$ cat src/rtl/wb_uart_pkg.sv
// Shared constants and types for the Wishbone UART transmitter.
package wb_uart_pkg;

    localparam int unsigned WB_DW   = 32;
    localparam int unsigned WB_AW   = 32;
    localparam int unsigned WB_SW   = 4;
    localparam int unsigned DIV_W   = 16;
    localparam int unsigned BYTE_W  = 8;

    // Register offsets, decoded from adr[3:2]
    localparam logic [1:0] TXDATA = 2'd0;
    localparam logic [1:0] STATUS = 2'd1;
    localparam logic [1:0] DIV    = 2'd2;
    localparam logic [1:0] CTRL   = 2'd3;

    // STATUS bit positions
    localparam int unsigned ST_FULL  = 0;
    localparam int unsigned ST_EMPTY = 1;
    localparam int unsigned ST_BUSY  = 2;
    localparam int unsigned ST_OVF   = 3;

    typedef enum logic [1:0] {
        IDLE,
        START,
        DATA,
        STOP
    } tx_state_t;

endpackage

$ cat src/rtl/wb_uart_if.sv
// Pipelined Wishbone bus bundle (32-bit data, byte address).
interface wb_if;
    import wb_uart_pkg::*;

    logic             cyc;
    logic             stb;
    logic             we;
    logic [WB_SW-1:0] sel;
    logic [WB_AW-1:0] adr;
    logic [WB_DW-1:0] dat_m;
    logic [WB_DW-1:0] dat_s;
    logic             ack;
    logic             stall;
    logic             err;

    modport master (output cyc, stb, we, sel, adr, dat_m,
                    input  dat_s, ack, stall, err);

    modport slave  (input  cyc, stb, we, sel, adr, dat_m,
                    output dat_s, ack, stall, err);

endinterface

$ cat src/rtl/wb_uart_fifo.sv
// Synchronous byte FIFO with extra-bit pointers; push and pop may coincide at full or empty.
module wb_uart_fifo #(
    parameter int unsigned DEPTH = 16,
    parameter int unsigned WIDTH = 8
) (
    input  logic             clk,
    input  logic             rst,
    input  logic             push,
    input  logic             pop,
    input  logic [WIDTH-1:0] din,
    output logic [WIDTH-1:0] dout,
    output logic             full,
    output logic             empty
);

    localparam int unsigned AW = $clog2(DEPTH);

    logic [AW:0]      wr_ptr;
    logic [AW:0]      rd_ptr;
    logic [WIDTH-1:0] mem [DEPTH];
    logic             do_push_c;
    logic             do_pop_c;

    assign empty     = (wr_ptr == rd_ptr);
    assign full      = (wr_ptr[AW] != rd_ptr[AW]) && (wr_ptr[AW-1:0] == rd_ptr[AW-1:0]);
    assign do_pop_c  = pop && !empty;
    // A pop in the same cycle frees the slot the push needs.
    assign do_push_c = push && (!full || do_pop_c);
    assign dout      = mem[rd_ptr[AW-1:0]];

    always_ff @(posedge clk) begin
        if (rst) begin
            wr_ptr <= '0;
            rd_ptr <= '0;
        end else begin
            if (do_push_c) wr_ptr <= wr_ptr + (AW+1)'(1);
            if (do_pop_c)  rd_ptr <= rd_ptr + (AW+1)'(1);
        end
    end

    always_ff @(posedge clk) begin
        if (do_push_c) mem[wr_ptr[AW-1:0]] <= din;
    end

endmodule

$ cat src/rtl/wb_uart_tx.sv
// Wishbone slave UART transmitter: register decode, TX FIFO and 8N1 serialiser.
module wb_uart_tx
    import wb_uart_pkg::*;
#(
    parameter int unsigned DIVISOR    = 868,
    parameter int unsigned FIFO_DEPTH = 16
) (
    input  logic clk,
    input  logic rst,
    wb_if.slave  wb,
    output logic txd,
    output logic irq
);

    logic              xfer_c;
    logic              wr_c;
    logic              rd_c;
    logic [1:0]        reg_c;
    logic              push_c;
    logic              pop_c;
    logic              busy_c;
    logic [WB_DW-1:0]  rdata_c;
    logic              fifo_full;
    logic              fifo_empty;
    logic [BYTE_W-1:0] fifo_dout;

    logic              ovf;
    logic              ie;
    logic [DIV_W-1:0]  div;

    tx_state_t         state;
    tx_state_t         state_d;
    logic [DIV_W-1:0]  cnt;
    logic [DIV_W-1:0]  cnt_d;
    logic [DIV_W-1:0]  div_lat;
    logic [DIV_W-1:0]  div_lat_d;
    logic [BYTE_W-1:0] shift;
    logic [BYTE_W-1:0] shift_d;
    logic [2:0]        bit_idx;
    logic [2:0]        bit_idx_d;
    logic              txd_d;

    logic              unused_c;

    assign xfer_c    = wb.cyc & wb.stb;
    assign wr_c      = xfer_c & wb.we;
    assign rd_c      = xfer_c & ~wb.we;
    assign reg_c     = wb.adr[3:2];
    assign push_c    = wr_c && (reg_c == TXDATA);
    assign busy_c    = (state != IDLE);
    assign wb.stall  = 1'b0;
    assign wb.err    = 1'b0;
    assign unused_c  = ^{wb.sel, wb.adr[WB_AW-1:4], wb.adr[1:0], wb.dat_m[WB_DW-1:DIV_W]};

    wb_uart_fifo #(
        .DEPTH (FIFO_DEPTH),
        .WIDTH (BYTE_W)
    ) u_fifo (
        .clk   (clk),
        .rst   (rst),
        .push  (push_c),
        .pop   (pop_c),
        .din   (wb.dat_m[BYTE_W-1:0]),
        .dout  (fifo_dout),
        .full  (fifo_full),
        .empty (fifo_empty)
    );

    // Read mux; sampled into dat_s so reads see the state before this cycle's write.
    always_comb begin
        rdata_c = '0;
        case (reg_c)
            STATUS: begin
                rdata_c[ST_FULL]  = fifo_full;
                rdata_c[ST_EMPTY] = fifo_empty;
                rdata_c[ST_BUSY]  = busy_c;
                rdata_c[ST_OVF]   = ovf;
            end
            DIV:     rdata_c[DIV_W-1:0] = div;
            CTRL:    rdata_c[0] = ie;
            default: rdata_c = '0;
        endcase
    end

    always_ff @(posedge clk) begin
        if (rst) begin
            wb.ack   <= 1'b0;
            wb.dat_s <= '0;
            irq      <= 1'b0;
            ovf      <= 1'b0;
            ie       <= 1'b0;
            div      <= DIV_W'(DIVISOR);
        end else begin
            wb.ack   <= xfer_c;
            wb.dat_s <= rd_c ? rdata_c : '0;
            irq      <= ie & fifo_empty & ~busy_c;
            if (push_c && fifo_full && !pop_c) begin
                ovf <= 1'b1;
            end else if (wr_c && (reg_c == STATUS) && wb.dat_m[ST_OVF]) begin
                ovf <= 1'b0;
            end
            if (wr_c && (reg_c == DIV)) begin
                div <= (wb.dat_m[DIV_W-1:0] == '0) ? DIV_W'(1) : wb.dat_m[DIV_W-1:0];
            end
            if (wr_c && (reg_c == CTRL)) ie <= wb.dat_m[0];
        end
    end

    always_ff @(posedge clk) begin
        if (rst) begin
            state   <= IDLE;
            cnt     <= '0;
            div_lat <= '0;
            shift   <= '0;
            bit_idx <= '0;
            txd     <= 1'b1;
        end else begin
            state   <= state_d;
            cnt     <= cnt_d;
            div_lat <= div_lat_d;
            shift   <= shift_d;
            bit_idx <= bit_idx_d;
            txd     <= txd_d;
        end
    end

    // cnt holds the clocks remaining in the current bit; txd_d is the level for the next cycle.
    always_comb begin
        state_d   = state;
        cnt_d     = cnt;
        div_lat_d = div_lat;
        shift_d   = shift;
        bit_idx_d = bit_idx;
        txd_d     = txd;
        pop_c     = 1'b0;
        case (state)
            IDLE: begin
                txd_d = 1'b1;
                if (!fifo_empty) begin
                    pop_c     = 1'b1;
                    shift_d   = fifo_dout;
                    div_lat_d = div;
                    cnt_d     = div - DIV_W'(1);
                    txd_d     = 1'b0;
                    state_d   = START;
                end
            end
            START: begin
                if (cnt == '0) begin
                    state_d   = DATA;
                    cnt_d     = div_lat - DIV_W'(1);
                    bit_idx_d = 3'd0;
                    txd_d     = shift[0];
                end else begin
                    cnt_d = cnt - DIV_W'(1);
                end
            end
            DATA: begin
                if (cnt == '0) begin
                    cnt_d = div_lat - DIV_W'(1);
                    if (bit_idx == 3'd7) begin
                        state_d = STOP;
                        txd_d   = 1'b1;
                    end else begin
                        bit_idx_d = bit_idx + 3'd1;
                        shift_d   = {1'b0, shift[BYTE_W-1:1]};
                        txd_d     = shift[1];
                    end
                end else begin
                    cnt_d = cnt - DIV_W'(1);
                end
            end
            STOP: begin
                if (cnt == '0) begin
                    state_d = IDLE;
                end else begin
                    cnt_d = cnt - DIV_W'(1);
                end
            end
            default: state_d = IDLE;
        endcase
    end

endmodule

$ cat src/flat_wrapper.sv
// flat-port wrapper written by rule: the top's interface ports become plain ports
module wb_uart_tx_flat import wb_uart_pkg::*;
#(
    parameter int unsigned DIVISOR    = 868,
    parameter int unsigned FIFO_DEPTH = 16
)
  (clk, rst, txd, irq, wb_cyc, wb_stb, wb_we, wb_sel, wb_adr, wb_dat_m, wb_dat_s, wb_ack, wb_stall, wb_err);
  wb_if wb_i ();
  input  logic clk;
  input  logic rst;
  output logic txd;
  output logic irq;
  input wire logic [$bits(wb_i.cyc)-1:0] wb_cyc;
  input wire logic [$bits(wb_i.stb)-1:0] wb_stb;
  input wire logic [$bits(wb_i.we)-1:0] wb_we;
  input wire logic [$bits(wb_i.sel)-1:0] wb_sel;
  input wire logic [$bits(wb_i.adr)-1:0] wb_adr;
  input wire logic [$bits(wb_i.dat_m)-1:0] wb_dat_m;
  output wire logic [$bits(wb_i.dat_s)-1:0] wb_dat_s;
  output wire logic [$bits(wb_i.ack)-1:0] wb_ack;
  output wire logic [$bits(wb_i.stall)-1:0] wb_stall;
  output wire logic [$bits(wb_i.err)-1:0] wb_err;
  assign wb_i.cyc = wb_cyc;
  assign wb_i.stb = wb_stb;
  assign wb_i.we = wb_we;
  assign wb_i.sel = wb_sel;
  assign wb_i.adr = wb_adr;
  assign wb_i.dat_m = wb_dat_m;
  assign wb_dat_s = wb_i.dat_s;
  assign wb_ack = wb_i.ack;
  assign wb_stall = wb_i.stall;
  assign wb_err = wb_i.err;
  wb_uart_tx #(.DIVISOR(DIVISOR), .FIFO_DEPTH(FIFO_DEPTH)) u_core (.clk(clk), .rst(rst), .wb(wb_i), .txd(txd), .irq(irq));
endmodule
$ cat config.mk
export PLATFORM = sky130hd
export DESIGN_NAME = wb_uart_tx_flat
export DESIGN_NICKNAME = d
export VERILOG_FILES = /design/src/rtl/wb_uart_pkg.sv /design/src/rtl/wb_uart_if.sv /design/src/rtl/wb_uart_fifo.sv /design/src/rtl/wb_uart_tx.sv /design/src/flat_wrapper.sv
export SDC_FILE = /design/constraint.sdc
export NUM_CORES = 1
export LEC_CHECK = 0
export CORE_MARGIN = 2
export CORE_UTILIZATION = 57
export CTS_CLUSTER_SIZE = 24
export DETAILED_ROUTE_END_ITERATION = 12
export PLACE_DENSITY = 0.92
export SLEW_MARGIN = 20
export SYNTH_ARGS = -nofsm -noshare
export SYNTH_HDL_FRONTEND = slang
export SYNTH_HIERARCHICAL = 1
export SYNTH_SLANG_ARGS = --single-unit
$ cat constraint.sdc
create_clock -name clk -period 4.3 [get_ports clk]
set_input_delay 0.86 -clock clk [delete_from_list [all_inputs] [get_ports clk]]
set_output_delay 0.86 -clock clk [all_outputs]
set_load 0.01 [all_outputs]
Word level (Yosys, flattened, before mapping). Memories as Yosys holds them, arrays and structs flattened. A register that Yosys moved wholly into a read port is not among the register bits. Cells that the tools add are included. Widths: inputs -> output; s select.

Memories kept: 1. Input port bits: 73. Output and inout bits: 37. Memory bits (writable): 128. Register bits after elaboration: 108. Word-level logic and storage cells: 116.

Bitwise operators: 10. Muxes and demuxes: 34. $add $sub $neg: 6. Equality and inequality tests: 17. Reductions and logical operators: 32.

Memory list: u_core.u_fifo.mem (words 16, width 8, rd ports 1, clocked after memory_dff 1, write ports 1, line wb_uart_fifo.sv:20) `logic [WIDTH-1:0] mem [DEPTH];`.

Operators with widths (number): $mux 16 (4); $pmux 16 s3 (1); $sub 16x1->16 const B (3); $logic_not 16->1 (2); $mux 8 (3); $pmux 8 s2 (1); $pmux 3 s2 (2); $add 5x1->5 const B (2); $logic_and 1x1->1 (10); $mux 1 (10); $mux 2 (5); $mux 3 (3); $eq 2x2->1 const B (4); $mux 4 (2); $ne 2x1->1 const B (4); $pmux 2 s4 (1); $reduce_and 4->1 (2); $reduce_bool 2->1 (4); $ne 2x2->1 const B (3); $pmux 1 s3 (2); $and 1x1->1 (5); $eq 5x5->1 (1); $not 1->1 (5); $reduce_and 5->1 (1); other kinds (13) (19).

Depth between registers and ports, before layout.
Word-level depth: 8. Depth in mapped cells: 12.

Cells and area by module. Netlist, hierarchy kept.

By module, submodules not included: wb_uart_fifo (cells an instance 263, instances 1, area an instance 5705.5 µm², sequential area each 4124.0 µm²); wb_uart_tx (cells an instance 588, instances 1, area an instance 4635.7 µm², sequential area each 1641.6 µm²).

Worst setup path after synthesis. Ideal clock, no wire load.

Path type: register to register. Start: register u_core.u_fifo.wr_ptr[2]. End: memory u_core.u_fifo.mem[8][0], enable pin. Arrival time: 2772 ps. Data required time: 4022 ps. Stages on the path, launching flop included: 12. Library setup time: 278 ps. Slack: 1250 ps. Buffers on the path: 4. Path through: dfxtp_1 buf_2 xnor2_1 nand4_2 nor2_1 nand2b_1 clkbuf_1 clkinv_1 clkbuf_1 o31a_4 buf_2 and3_1.

Word-level cells in the longest chain between the ends: 8. Elaborated cells between the ends (all ways): 12. Classes of those cells: eq/ne (2); mux (4); reduce/logical (6).

Ends and longest elaborated chain: from (decl) (line wb_uart_fifo.sv:18) `logic [AW:0] wr_ptr;`; from (signal assigned) (line wb_uart_fifo.sv:36) `if (do_push_c) wr_ptr <= wr_ptr + (AW+1)'(1);`; $eq 5x5->1 (line wb_uart_fifo.sv:24) `assign empty = (wr_ptr == rd_ptr);`; net u_core.fifo_empty (line wb_uart_tx.sv:24) `logic fifo_empty;`; $mux 1 (line wb_uart_tx.sv:139) `if (!fifo_empty) begin`; $mux 1 (line wb_uart_tx.sv:136) `case (state)`; net u_core.pop_c (line wb_uart_tx.sv:20) `logic pop_c;`; $logic_and 1x1->1 (line wb_uart_fifo.sv:26) `assign do_pop_c = pop && !empty;`; $logic_or 1x1->1 (line wb_uart_fifo.sv:28) `assign do_push_c = push && (!full || do_pop_c);`; $logic_and 1x1->1 (line wb_uart_fifo.sv:28); $mux 1 (line wb_uart_fifo.sv:42) `if (do_push_c) mem[wr_ptr[AW-1:0]] <= din;`; $mux 1 (not written as such) (line wb_uart_fifo.sv:42); to (decl) (line wb_uart_fifo.sv:20).

The timed path passes the listed nets, and every way through them passes these cells.

Worst setup path after layout.
Start: register u_core.u_fifo.wr_ptr[2]. End: memory u_core.u_fifo.mem[1][7], enable pin.

Word-level cells in the longest chain between the ends: 8. Elaborated cells between the ends (all ways): 12. Classes of those cells: eq/ne (2); mux (4); reduce/logical (6).

Ends and longest elaborated chain (line): $eq 5x5->1 * (wb_uart_fifo.sv:24); net u_core.fifo_empty (wb_uart_tx.sv:24); $mux 1 (wb_uart_tx.sv:139); $mux 1 (wb_uart_tx.sv:136); $logic_and 1x1->1 * (wb_uart_fifo.sv:26); $logic_or 1x1->1 * (wb_uart_fifo.sv:28); $logic_and 1x1->1 * (wb_uart_fifo.sv:28); $mux 1 * (wb_uart_fifo.sv:42); $mux 1 (not written as such) * (wb_uart_fifo.sv:42).

Mark *: on every way through the listed nets, which the timed path passes. The rest lies on a longest branch.

==> impl_metrics.tcl <==
set metrics [dict create \
    grt_pass1_wl_um 39130 \
    insertion_delay_ns 0.51 \
    gr-total-overflow 0 \
    vias_per_cell 6.319 \
    worst-path-max-fanout 15 \
    rsz0062_at_grt "no" \
    ant_nets 0 \
    ios 110 \
    cp-start-kind "flip-flop" \
    postCtsHoldBufs 0 \
    relSlewSlack_pct 28.00 \
    area_growth_pct 11.56 \
    fp-row-count 49 \
    worst_pin_slew_ns 1.073 \
    fin_crit_sh_pct 73.44 \
    finalSetupViolCount 0 \
    ir_drop_uv 613.0 \
    num_antenna_cells 0 \
    grt_max_degree 40 \
    crit_type "flip-flop to flip-flop" \
    clock-sinks 224 \
    path_clk_slew_ns 0.06 \
    synth_area_leaders "edfxtp_1 (37%), dfxtp_1 (19%), mux4_1 (6.1%), nand2_1 (3.7%), mux4_2 (3.5%)" \
    grt_usage_pct 25.72 \
    status "complete, no violations" \
    critPathArrivalTime_ns 3.34 \
    post_drt_wl_per_cell_um 22.25 \
    cts_tree "yes" \
    drc_errors 0 \
    firstDrtPassIters 5 \
    synthCells 851 \
    slowest_delay_ns 0.58 \
    netlist.area_leader.share_pct 37.17 \
    grt_pass1_vias 7085 \
    antenna_found_initial 0 \
    path_cells "xnor2_1 > nand4_2 > nor2_1 > nand2b_1 > clkinv_1 > o31a_4 > and3_1" \
    required_ns 4.49 \
    post-cts-setup-buffers 0 \
    first_iter_violations 824 \
    synth_top_cell_by_area "edfxtp_1" \
    power_density_mw_per_mm2 489.5 \
    die_y_um 138.7 \
    fin_setup_tns_ns 0 \
    synth_edf_count 128 \
    num_vias 7096 \
    synthArstFlopShare_pct 0 \
    start_util_pct 57.76 \
    hpwl_um 15650 \
    drv_cap 0 \
    cts_resized 0 \
    numPortBuffers 41 \
    die_area_sq_mm 0.01924 \
    htreeDepth 1 \
    clock_path_buffers 3 \
    die_w_um 138.7 \
    endpoint_kind "flip-flop" \
    ys.flop_type "edfxtp_1" \
    timing.final.crit_period_ns 3.158 \
    slew_viol_final 0 \
    p_leak_nw 4.024 \
    totalWireLength_um 24990 \
    path_buf_inv 1 \
    core_area_sq_mm 0.01790 \
    hold_viol 0 \
    final_util_pct 64.44 \
    num-nets-final 971 \
    place.gp.congestion 0.8710 \
    synth_seq_cells 224 \
    root_buffer "clkbuf_16" \
    skew_ns 0.01641 \
    cp_slowest_cell "dfxtp_1" \
    synth_cell_types 75 \
    crit_family "simple AND/OR/NAND/NOR gates" \
    syn_area_sq_mm 0.01034 \
    synth.avg_cell_area_sq_um 12.15 \
    hold_class "flip-flop to flip-flop" \
    seq_area_frac_synth_pct 55.75 \
    drive_gt1_share_pct 8.054 \
    yosysWarnings 6 \
    cts_inserted_buffers 23 \
    fmax_ghz 0.3167 \
]
cell usage in the layout, fill, tap and decap left out, types with 8 or more instances in the layout:
cell / synthesis / final
nor3_1: 16 / 16
edfxtp_1: 128 / 128
nor3b_1: 11 / 11
nor4_1: 10 / 10
clkbuf_1: 26 / 8
ha_1: 20 / 20
buf_4: 20 / 12
mux2i_1: 14 / 14
a21oi_1: 43 / 43
o21ai_0: 23 / 23
a31oi_1: 8 / 8
clkdlybuf4s50_1: 0 / 40
xnor2_1: 27 / 27
xor2_1: 20 / 20
inv_1: 17 / 17
conb_1: 1 / 18
nand2_1: 103 / 103
mux4_1: 24 / 24
nand3b_1: 11 / 11
dfxtp_1: 96 / 95
clkbuf_16: 0 / 23
mux4_2: 16 / 16
nor2_1: 54 / 54
nand3_1: 15 / 15
a211oi_1: 8 / 8
and3_1: 28 / 28
cell type report:
type                       count  area, sq um
clock buffer                  36        674.4
clock inverter                 5        62.56
fill                        1200         6366
inverter                      18        67.56
multi-input combinational    558         4183
sequential                   224         5767
tap                          229        286.5
timing repair buffer          53        495.5
metal layers:
metal,wire [um],GRT usage [%],vias to the layer above
li1,-,-,3187
met5,0,1.003,-
met3,1889,4.006,74
met4,838,8.506,0
met1,9385,32.75,3471
met2,12870,45.31,364
power breakdown:
part / internal [mW] / switching [mW] / leakage (nW) / total, mW
Clock: 1.14 / 0.797 / 0.360 / 1.94
Combinational: 0.458 / 0.835 / 1.74 / 1.29
Sequential: 2.34 / 0.0808 / 1.93 / 2.42
Total: 3.93 / 1.71 / 4.02 / 5.65
flip-flops by register name (all words and copies together), names as in the netlist, named ones only:
| name | cells |
|---|---|
| u_core/irq | 1 |
| u_core/txd | 1 |
| u_core/u_fifo/rd_ptr | 5 |
| u_core/u_fifo/wr_ptr | 5 |
| u_core/u_fifo/mem | 128 |
| u_core/div | 16 |
| u_core/bit_idx | 3 |
| u_core/wb.ack | 1 |
| u_core/wb.dat_s | 16 |
| u_core/state | 2 |
| u_core/ie | 1 |
| u_core/shift | 8 |
| u_core/div_lat | 16 |
| u_core/ovf | 1 |
| u_core/cnt | 16 |
metrics by stage:
step / hold slack (ns) / cells / worst slack [ns] / total power [mW] / cell area (sq um)
2_1_floorplan: 0.4316 / 868 / 1.250 / 3.443 / 10410
3_3_place_gp: 0.4429 / 1082 / 1.131 / 3.658 / 10800
3_5_place_dp: 0.4637 / 1082 / 1.043 / 3.700 / 10800
4_1_cts: 0.4785 / 1123 / 1.196 / 5.637 / 11540
5_1_grt: 0.4978 / 1123 / 1.083 / 5.884 / 11540
6_report: 0.4749 / 1123 / 1.142 / 5.647 / 11540
tightest hold or removal path: stages (launching register included):
cell	delay, ns
dfxtp_1	0.31
nand2b_1	0.06
a21oi_1	0.05
cell families (layout without fill, tap and decap cells):
family | Yosys count | count (layout) | synth area share (%)
xor+xnor | 47 | 47 | 3.981
simple gates | 291 | 291 | 14.30
flops | 224 | 224 | 55.75
other cells | 1 | 18 | 0.03626
compound gates | 127 | 127 | 8.046
buf+inv | 86 | 112 | 4.416
fa+ha+maj | 20 | 20 | 2.420
mux | 55 | 55 | 11.05
synthesized netlist by cell type (all sizes together), types with 12 or more instances:
library cell,number
edfxtp,128
nand2,103
dfxtp,96
nor2,54
a21oi,44
buf,41
mux4,40
and3,28
clkbuf,27
xnor2,27
o21ai,25
ha,20
xor2,20
inv,17
nor3,17
nand3,15
mux2i,14
nor4,12
worst paths after layout:
kind | startpoint | to | slack [ns] | cells after the start
worst min register to register | u_core/shift[7] | u_core/shift[7] | 0.47 | 2
worst min-delay path | u_core/shift[7] | u_core/shift[7] | 0.47 | 2
worst max register to register | u_core/u_fifo/wr_ptr[2] | u_core/u_fifo/mem[1][7] | 1.14 | 7
worst max-delay path | u_core/u_fifo/wr_ptr[2] | u_core/u_fifo/mem[1][7] | 1.14 | 7
No activity file was read; power rests on OpenSTA's default activity.
